==> src/rtl/led_matrix_scanner_if.sv <==
// Scanner bus: packed colour frame and capture strobe in, LED matrix drive out.
// Defining LED_SCAN_DIM_EN adds a 4-bit brightness input to the bus.
interface led_matrix_scanner_if #(
  parameter int ROWS = 8,
  parameter int COLS = 8
);
  logic [ROWS-1:0][COLS*3-1:0] frame;
  logic                        frame_valid;
`ifdef LED_SCAN_DIM_EN
  logic [3:0]                  brightness;
`endif
  logic                        sh_clk;
  logic                        sh_data;
  logic                        sh_latch;
  logic [ROWS-1:0]             row_en;
  logic                        oe_n;
  logic                        frame_done;
  logic                        busy;

`ifdef LED_SCAN_DIM_EN
  modport master (
    output frame, frame_valid, brightness,
    input  sh_clk, sh_data, sh_latch, row_en, oe_n, frame_done, busy
  );
  modport slave (
    input  frame, frame_valid, brightness,
    output sh_clk, sh_data, sh_latch, row_en, oe_n, frame_done, busy
  );
`else
  modport master (
    output frame, frame_valid,
    input  sh_clk, sh_data, sh_latch, row_en, oe_n, frame_done, busy
  );
  modport slave (
    input  frame, frame_valid,
    output sh_clk, sh_data, sh_latch, row_en, oe_n, frame_done, busy
  );
`endif
endinterface

==> src/rtl/led_matrix_scanner.sv <==
// Double-buffered 8x8 RGB LED matrix scanner: serial column shift, latch, one-hot row dwell.
// Optional LED_SCAN_DIM_EN: brightness-scaled oe_n duty inside a fixed-length row dwell.
module led_matrix_scanner #(
  parameter int ROWS     = 8,
  parameter int COLS     = 8,
  parameter int CLK_DIV  = 4,
  parameter int ROW_HOLD = 256
) (
  input  logic               clk,
  input  logic               reset,
  led_matrix_scanner_if.slave scan
);
  localparam int W  = COLS * 3;
  localparam int RW = (ROWS > 1)     ? $clog2(ROWS)     : 1;
  localparam int BW = (W > 1)        ? $clog2(W)        : 1;
  localparam int DW = (CLK_DIV > 1)  ? $clog2(CLK_DIV)  : 1;
  localparam int HW = (ROW_HOLD > 1) ? $clog2(ROW_HOLD) : 1;

  localparam logic [RW-1:0] ROW_LAST  = RW'(ROWS - 1);
  localparam logic [BW-1:0] BIT_LAST  = BW'(W - 1);
  localparam logic [DW-1:0] DIV_LAST  = DW'(CLK_DIV - 1);
  localparam logic [HW-1:0] HOLD_LAST = HW'(ROW_HOLD - 1);

  typedef enum logic [2:0] {
    IDLE,
    LOAD,
    SHIFT,
    LATCH,
    DISPLAY
  } state_t;

  state_t state;
  state_t next_state;

  logic [ROWS-1:0][W-1:0] pending;
  logic [ROWS-1:0][W-1:0] active;
  logic                   pending_full;
  logic [RW-1:0]          row;
  logic [W-1:0]           shreg;
  logic [BW-1:0]          bit_cnt;
  logic [DW-1:0]          div_cnt;
  logic                   phase;
  logic [HW-1:0]          hold_cnt;
  logic [ROWS-1:0]        row_en_q;
  logic                   frame_done_q;
  logic                   lit;

  logic div_done;
  logic bit_done;
  logic hold_done;

  assign div_done  = (div_cnt == DIV_LAST);
  assign bit_done  = phase && div_done && (bit_cnt == BIT_LAST);
  assign hold_done = (hold_cnt == HOLD_LAST);

`ifdef LED_SCAN_DIM_EN
  logic [HW-1:0] on_cnt;
  assign lit = (hold_cnt < on_cnt);
`else
  assign lit = 1'b1;
`endif

  always_ff @(posedge clk) begin
    if (reset) begin
      state <= IDLE;
    end else begin
      state <= next_state;
    end
  end

  always_comb begin
    next_state    = state;
    scan.sh_clk   = 1'b0;
    scan.sh_data  = 1'b0;
    scan.sh_latch = 1'b0;
    scan.oe_n     = 1'b1;
    scan.busy     = (state != IDLE);
    case (state)
      IDLE: begin
        if (pending_full) next_state = LOAD;
      end
      LOAD: begin
        next_state = SHIFT;
      end
      SHIFT: begin
        scan.sh_clk  = phase;
        scan.sh_data = shreg[W-1];
        if (bit_done) next_state = LATCH;
      end
      LATCH: begin
        scan.sh_latch = 1'b1;
        next_state    = DISPLAY;
      end
      DISPLAY: begin
        scan.oe_n = ~lit;
        if (hold_done) next_state = LOAD;
      end
      default: begin
        next_state = IDLE;
      end
    endcase
  end

  assign scan.row_en     = row_en_q;
  assign scan.frame_done = frame_done_q;

  always_ff @(posedge clk) begin
    if (reset) begin
      pending      <= '0;
      active       <= '0;
      pending_full <= 1'b0;
      row          <= '0;
      shreg        <= '0;
      bit_cnt      <= '0;
      div_cnt      <= '0;
      phase        <= 1'b0;
      hold_cnt     <= '0;
      row_en_q     <= '0;
      frame_done_q <= 1'b0;
`ifdef LED_SCAN_DIM_EN
      on_cnt       <= '0;
`endif
    end else begin
      frame_done_q <= 1'b0;
      if (scan.frame_valid) begin
        pending      <= scan.frame;
        pending_full <= 1'b1;
      end

      case (state)
        LOAD: begin
          bit_cnt <= '0;
          div_cnt <= '0;
          phase   <= 1'b0;
          // Row-0 swap: a strobe in this very cycle bypasses pending and wins.
          if (row == '0 && scan.frame_valid) begin
            active       <= scan.frame;
            pending_full <= 1'b0;
            shreg        <= scan.frame[0];
          end else if (row == '0 && pending_full) begin
            active       <= pending;
            pending_full <= 1'b0;
            shreg        <= pending[0];
          end else begin
            shreg <= active[row];
          end
        end

        SHIFT: begin
          if (div_done) begin
            div_cnt <= '0;
            phase   <= ~phase;
            if (phase) begin
              shreg <= {shreg[W-2:0], 1'b0};
              if (bit_cnt != BIT_LAST) bit_cnt <= bit_cnt + BW'(1);
            end
          end else begin
            div_cnt <= div_cnt + DW'(1);
          end
        end

        LATCH: begin
          row_en_q <= ROWS'(1) << row;
          hold_cnt <= '0;
`ifdef LED_SCAN_DIM_EN
          on_cnt   <= HW'((ROW_HOLD * 32'(scan.brightness)) >> 4);
`endif
        end

        DISPLAY: begin
          if (hold_done) begin
            hold_cnt <= '0;
            if (row == ROW_LAST) begin
              row          <= '0;
              frame_done_q <= 1'b1;
            end else begin
              row <= row + RW'(1);
            end
          end else begin
            hold_cnt <= hold_cnt + HW'(1);
          end
        end

        default: begin
        end
      endcase
    end
  end
endmodule

==> src/flat_wrapper.sv <==
// flat-port wrapper written by rule: the top's interface ports become plain ports
module led_matrix_scanner_flat 
#(
  parameter int ROWS     = 8,
  parameter int COLS     = 8,
  parameter int CLK_DIV  = 4,
  parameter int ROW_HOLD = 256
)
  (clk, reset, scan_frame, scan_frame_valid, scan_sh_clk, scan_sh_data, scan_sh_latch, scan_row_en, scan_oe_n, scan_frame_done, scan_busy);
  led_matrix_scanner_if #(.ROWS(ROWS), .COLS(COLS)) scan_i ();
  input  logic clk;
  input  logic reset;
  input wire logic [$bits(scan_i.frame)-1:0] scan_frame;
  input wire logic [$bits(scan_i.frame_valid)-1:0] scan_frame_valid;
  output wire logic [$bits(scan_i.sh_clk)-1:0] scan_sh_clk;
  output wire logic [$bits(scan_i.sh_data)-1:0] scan_sh_data;
  output wire logic [$bits(scan_i.sh_latch)-1:0] scan_sh_latch;
  output wire logic [$bits(scan_i.row_en)-1:0] scan_row_en;
  output wire logic [$bits(scan_i.oe_n)-1:0] scan_oe_n;
  output wire logic [$bits(scan_i.frame_done)-1:0] scan_frame_done;
  output wire logic [$bits(scan_i.busy)-1:0] scan_busy;
  assign scan_i.frame = scan_frame;
  assign scan_i.frame_valid = scan_frame_valid;
  assign scan_sh_clk = scan_i.sh_clk;
  assign scan_sh_data = scan_i.sh_data;
  assign scan_sh_latch = scan_i.sh_latch;
  assign scan_row_en = scan_i.row_en;
  assign scan_oe_n = scan_i.oe_n;
  assign scan_frame_done = scan_i.frame_done;
  assign scan_busy = scan_i.busy;
  led_matrix_scanner #(.ROWS(ROWS), .COLS(COLS), .CLK_DIV(CLK_DIV), .ROW_HOLD(ROW_HOLD)) u_core (.clk(clk), .reset(reset), .scan(scan_i));
endmodule
==> config.mk <==
export PLATFORM = sky130hd
export DESIGN_NAME = led_matrix_scanner_flat
export DESIGN_NICKNAME = d
export VERILOG_FILES = /design/src/rtl/led_matrix_scanner_if.sv /design/src/rtl/led_matrix_scanner.sv /design/src/flat_wrapper.sv
export SDC_FILE = /design/constraint.sdc
export NUM_CORES = 1
export LEC_CHECK = 0
export CORE_AREA = 2 2 258 260
export CTS_BUF_LIST = sky130_fd_sc_hd__clkbuf_8
export DETAILED_ROUTE_END_ITERATION = 6
export DIE_AREA = 0 0 260 262
export GPL_ROUTABILITY_DRIVEN = 0
export PLACE_DENSITY = 0.49
export SYNTH_ARGS = -nofsm -noshare
export SYNTH_HDL_FRONTEND = slang
export SYNTH_SLANG_ARGS = --single-unit
==> constraint.sdc <==
create_clock -name clk -period 3.15 [get_ports clk]
set_input_delay 0.63 -clock clk [delete_from_list [all_inputs] [get_ports clk]]
set_output_delay 0.63 -clock clk [all_outputs]
set_load 0.005 [all_outputs]
==> impl_metrics.env <==
export IMPL_status="complete, no violations"
export IMPL_start_util=0.297
export IMPL_worst_pin_slew_ps=1070
export IMPL_drive_above_1_share=0.0812
export IMPL_cp_start_kind="register"
export IMPL_routed_wl_um=67300
export IMPL_area_growth_pct=23.0
export IMPL_synth_most_common_cell="nand2_1"
export IMPL_r2r_start="u_core.row[1]"
export IMPL_cts_buffers_inserted=78
export IMPL_numClockSinks=440
export IMPL_path_max_fanout=13
export IMPL_grt_overflow_total=0
export IMPL_seq_area_mm2=0.00881
export IMPL_hold_slack_ps=406
export IMPL_yosysWarnings=0
export IMPL_grt_max_degree=146
export IMPL_routedWlPerCell_um=20.6
export IMPL_reg2reg_setup_slack_ps=560
export IMPL_io_pins=209
export IMPL_rsz0062_at_grt="false"
export IMPL_pwr_density_cell_mw_per_mm2=680
export IMPL_post_route_drc_count=0
export IMPL_finalHoldViolCount=0
export IMPL_hold_end="u_core.pending[0]"
export IMPL_tns_ps=0
export IMPL_leakagePower_nw=8.91
export IMPL_cts_post_setup_buffers_inserted=0
export IMPL_grt_use_total=0.193
export IMPL_synth_ff_latch_count=440
export IMPL_htreeDepth=3
export IMPL_clock_tree_root_cell="clkbuf_8"
export IMPL_synth_enable_flop_cells=0
export IMPL_avgSynthCellArea_um2=8.76
export IMPL_crit_arrival_ps=2350
export IMPL_clkLatencyLatePin_ps=670
export IMPL_worstRegToRegCells=8
export IMPL_die_area_mm2=0.0681
export IMPL_max_cap_viol_count=0
export IMPL_core_area_mm2=0.0653
export IMPL_postRouteAntennaNets=0
export IMPL_viasPerCell=5.14
export IMPL_cts_tree="done"
export IMPL_die_y_um=262
export IMPL_maxClockFrequency_mhz=335
export IMPL_syn_num_nets=2415
export IMPL_multi_input_area_mm2=0.00964
export IMPL_finalSetupViolations=0
export IMPL_synth_area_leaders="dfxtp_1 45%, mux2i_1 12%, a311oi_1 8.7%, nand2_1 8.6%, nor2_1 7.9%"
export IMPL_grt_pass1_wl_um=100000
export IMPL_grt_pass1_vias=16082
export IMPL_syn_inst=2211
export IMPL_ys_seq_area_frac=0.455
export IMPL_fp_dieW_um=260
export IMPL_clk_pin_slew_worst_paths_ps=60
export IMPL_final_cell_area_mm2=0.0238
export IMPL_end_kind="primary output"
export IMPL_ys_types=53
export IMPL_required_ps=2520
export IMPL_holdPathStages=2
export IMPL_min_period_over_period=0.947
export IMPL_first_pass_iters=7
export IMPL_synth_flop_cell="dfxtp_1"
export IMPL_route_vias_total=16797
export IMPL_final_net_count=2550
export IMPL_min_delay_start="reset"
export IMPL_period_needed_ps=2980
export IMPL_fin_skew_ps=32.0
export IMPL_drv_slew=0
export IMPL_num_rows=94
export IMPL_synth_commonest_cells="443 x nand2_1, 440 x dfxtp_1, 409 x nor2_1, 234 x mux2i_1, 193 x a311oi_1"
export IMPL_port_buffers=208
export IMPL_synthArstFlopShare=0
export IMPL_fillers=6632
export IMPL_placed_area_mm2=0.0223
export IMPL_critPathKind="register to primary output"
export IMPL_min_path_type="input port to register"
export IMPL_drtIter0Drc=1185
export IMPL_cts_path_max_buffers=3
export IMPL_synth_top_area_frac=0.455
export IMPL_r2r_end="u_core.active[2]"
export IMPL_syn_area_mm2=0.0194
export IMPL_synth_top_cell_by_area="dfxtp_1"
export IMPL_antenna_found_initial=5
export IMPL_vdd_drop_max_uv=266
export IMPL_place_hpwl_um=45800
export IMPL_max_slew_margin_rel=0.285
==> worst max-delay path by stage <==
stage / start / to / slack (ps)
detailed placement: u_core.row[1] / u_core.active[2] / 600
finish: u_core.state[1] / scan_sh_data / 170
floorplan: u_core.row[1] / u_core.active[0] / 760
CTS: u_core.state[1] / scan_sh_data / 90
global placement: scan_frame_valid / u_core.shreg[10] / 660
global route: u_core.state[1] / scan_sh_data / 5
==> power breakdown <==
part	leakage [nW]	internal (mW)	switching (mW)
Sequential	3.61	6.50	0.724
Clock	0.896	2.85	2.42
Combinational	4.40	1.58	2.12
Total	8.91	10.9	5.27
==> area by class of cell <==
| class | count | share of cell area |
|---|---|---|
| diodes | 5 | 0.000525 |
| clock buffers | 101 | 0.0584 |
| clock inverters | 34 | 0.00609 |
| inverters | 21 | 0.00331 |
| multi-input cells | 1552 | 0.405 |
| flip-flops and latches | 440 | 0.370 |
| well taps | 864 | 0.0454 |
| repair buffers | 253 | 0.111 |
==> critical path, cell delays in order (launching register included) <==
cell             delay (ps)
dfxtp_1                 600
nor3b_1                 370
and2_1                  210
clkdlybuf4s50_1         510
==> cell families (layout without fill, tap and decap cells) <==
group,after synthesis,after routing,share of synthesized area
muxes,261,261,0.152
other,0,5,0
adders and majority gates,9,9,0.00581
and+or+nand+nor,926,926,0.191
xor gates and xnor gates,6,6,0.00271
AOI/OAI and AO/OA,350,350,0.144
DFF,440,440,0.455
buffers and inverters,219,409,0.0494
==> state kept, by name, indices dropped and copies added, names as in the netlist <==
register                count
u_core.state                3
u_core.div_cnt              2
u_core.row                  3
u_core.pending_full         1
u_core.bit_cnt              5
u_core.phase                1
u_core.hold_cnt             8
u_core.pending            192
u_core.scan.frame_done      1
u_core.active             192
u_core.shreg               24
u_core.scan.row_en          8
==> layer usage <==
metal,track usage,vias up,part of all wire
li1,-,8081,-
met1,0.261,8154,0.46
met2,0.308,459,0.46
met3,0.0308,103,0.048
met4,0.0766,0,0.030
met5,0,-,0
==> placed cells by master, fill, tap and decap left out, types with 5 or more instances in the layout <==
cell type / count
mux2i_1: 234
nand3_1: 7
a21o_1: 12
nor3_1: 5
inv_1: 47
xor2_1: 5
ha_1: 9
a22o_1: 23
nand2_1: 443
clkbuf_8: 101
buf_12: 18
buf_4: 27
mux4_2: 27
and2_1: 5
o21ai_0: 26
clkdlybuf4s50_1: 206
a2bb2oi_1: 9
clkinv_2: 5
a21oi_1: 18
nand4_1: 24
a311oi_1: 193
a41oi_1: 9
or3_1: 5
a31oi_1: 28
nor2_1: 409
a22oi_1: 14
dfxtp_1: 438
diode_2: 5
==> stage by stage <==
stage          cells  setup slack (ps)   util  total power [mW]
6_report        3270               168  0.365              16.2
5_1_grt         3269              5.14  0.365              17.1
4_1_cts         3265              91.4  0.365              16.4
3_5_place_dp    3130               604  0.341              11.0
3_3_place_gp    3130               663  0.341              10.9
2_1_floorplan   2211               756      -              9.54
==> timing repair <==
| item | CTS | global route |
|---|---|---|
| hold buffers | 0 | 0 |
| setup endpoints to repair | 1 | 0 |
| gates resized for setup | 1 | 0 |
(Power assumes the default switching activity.)
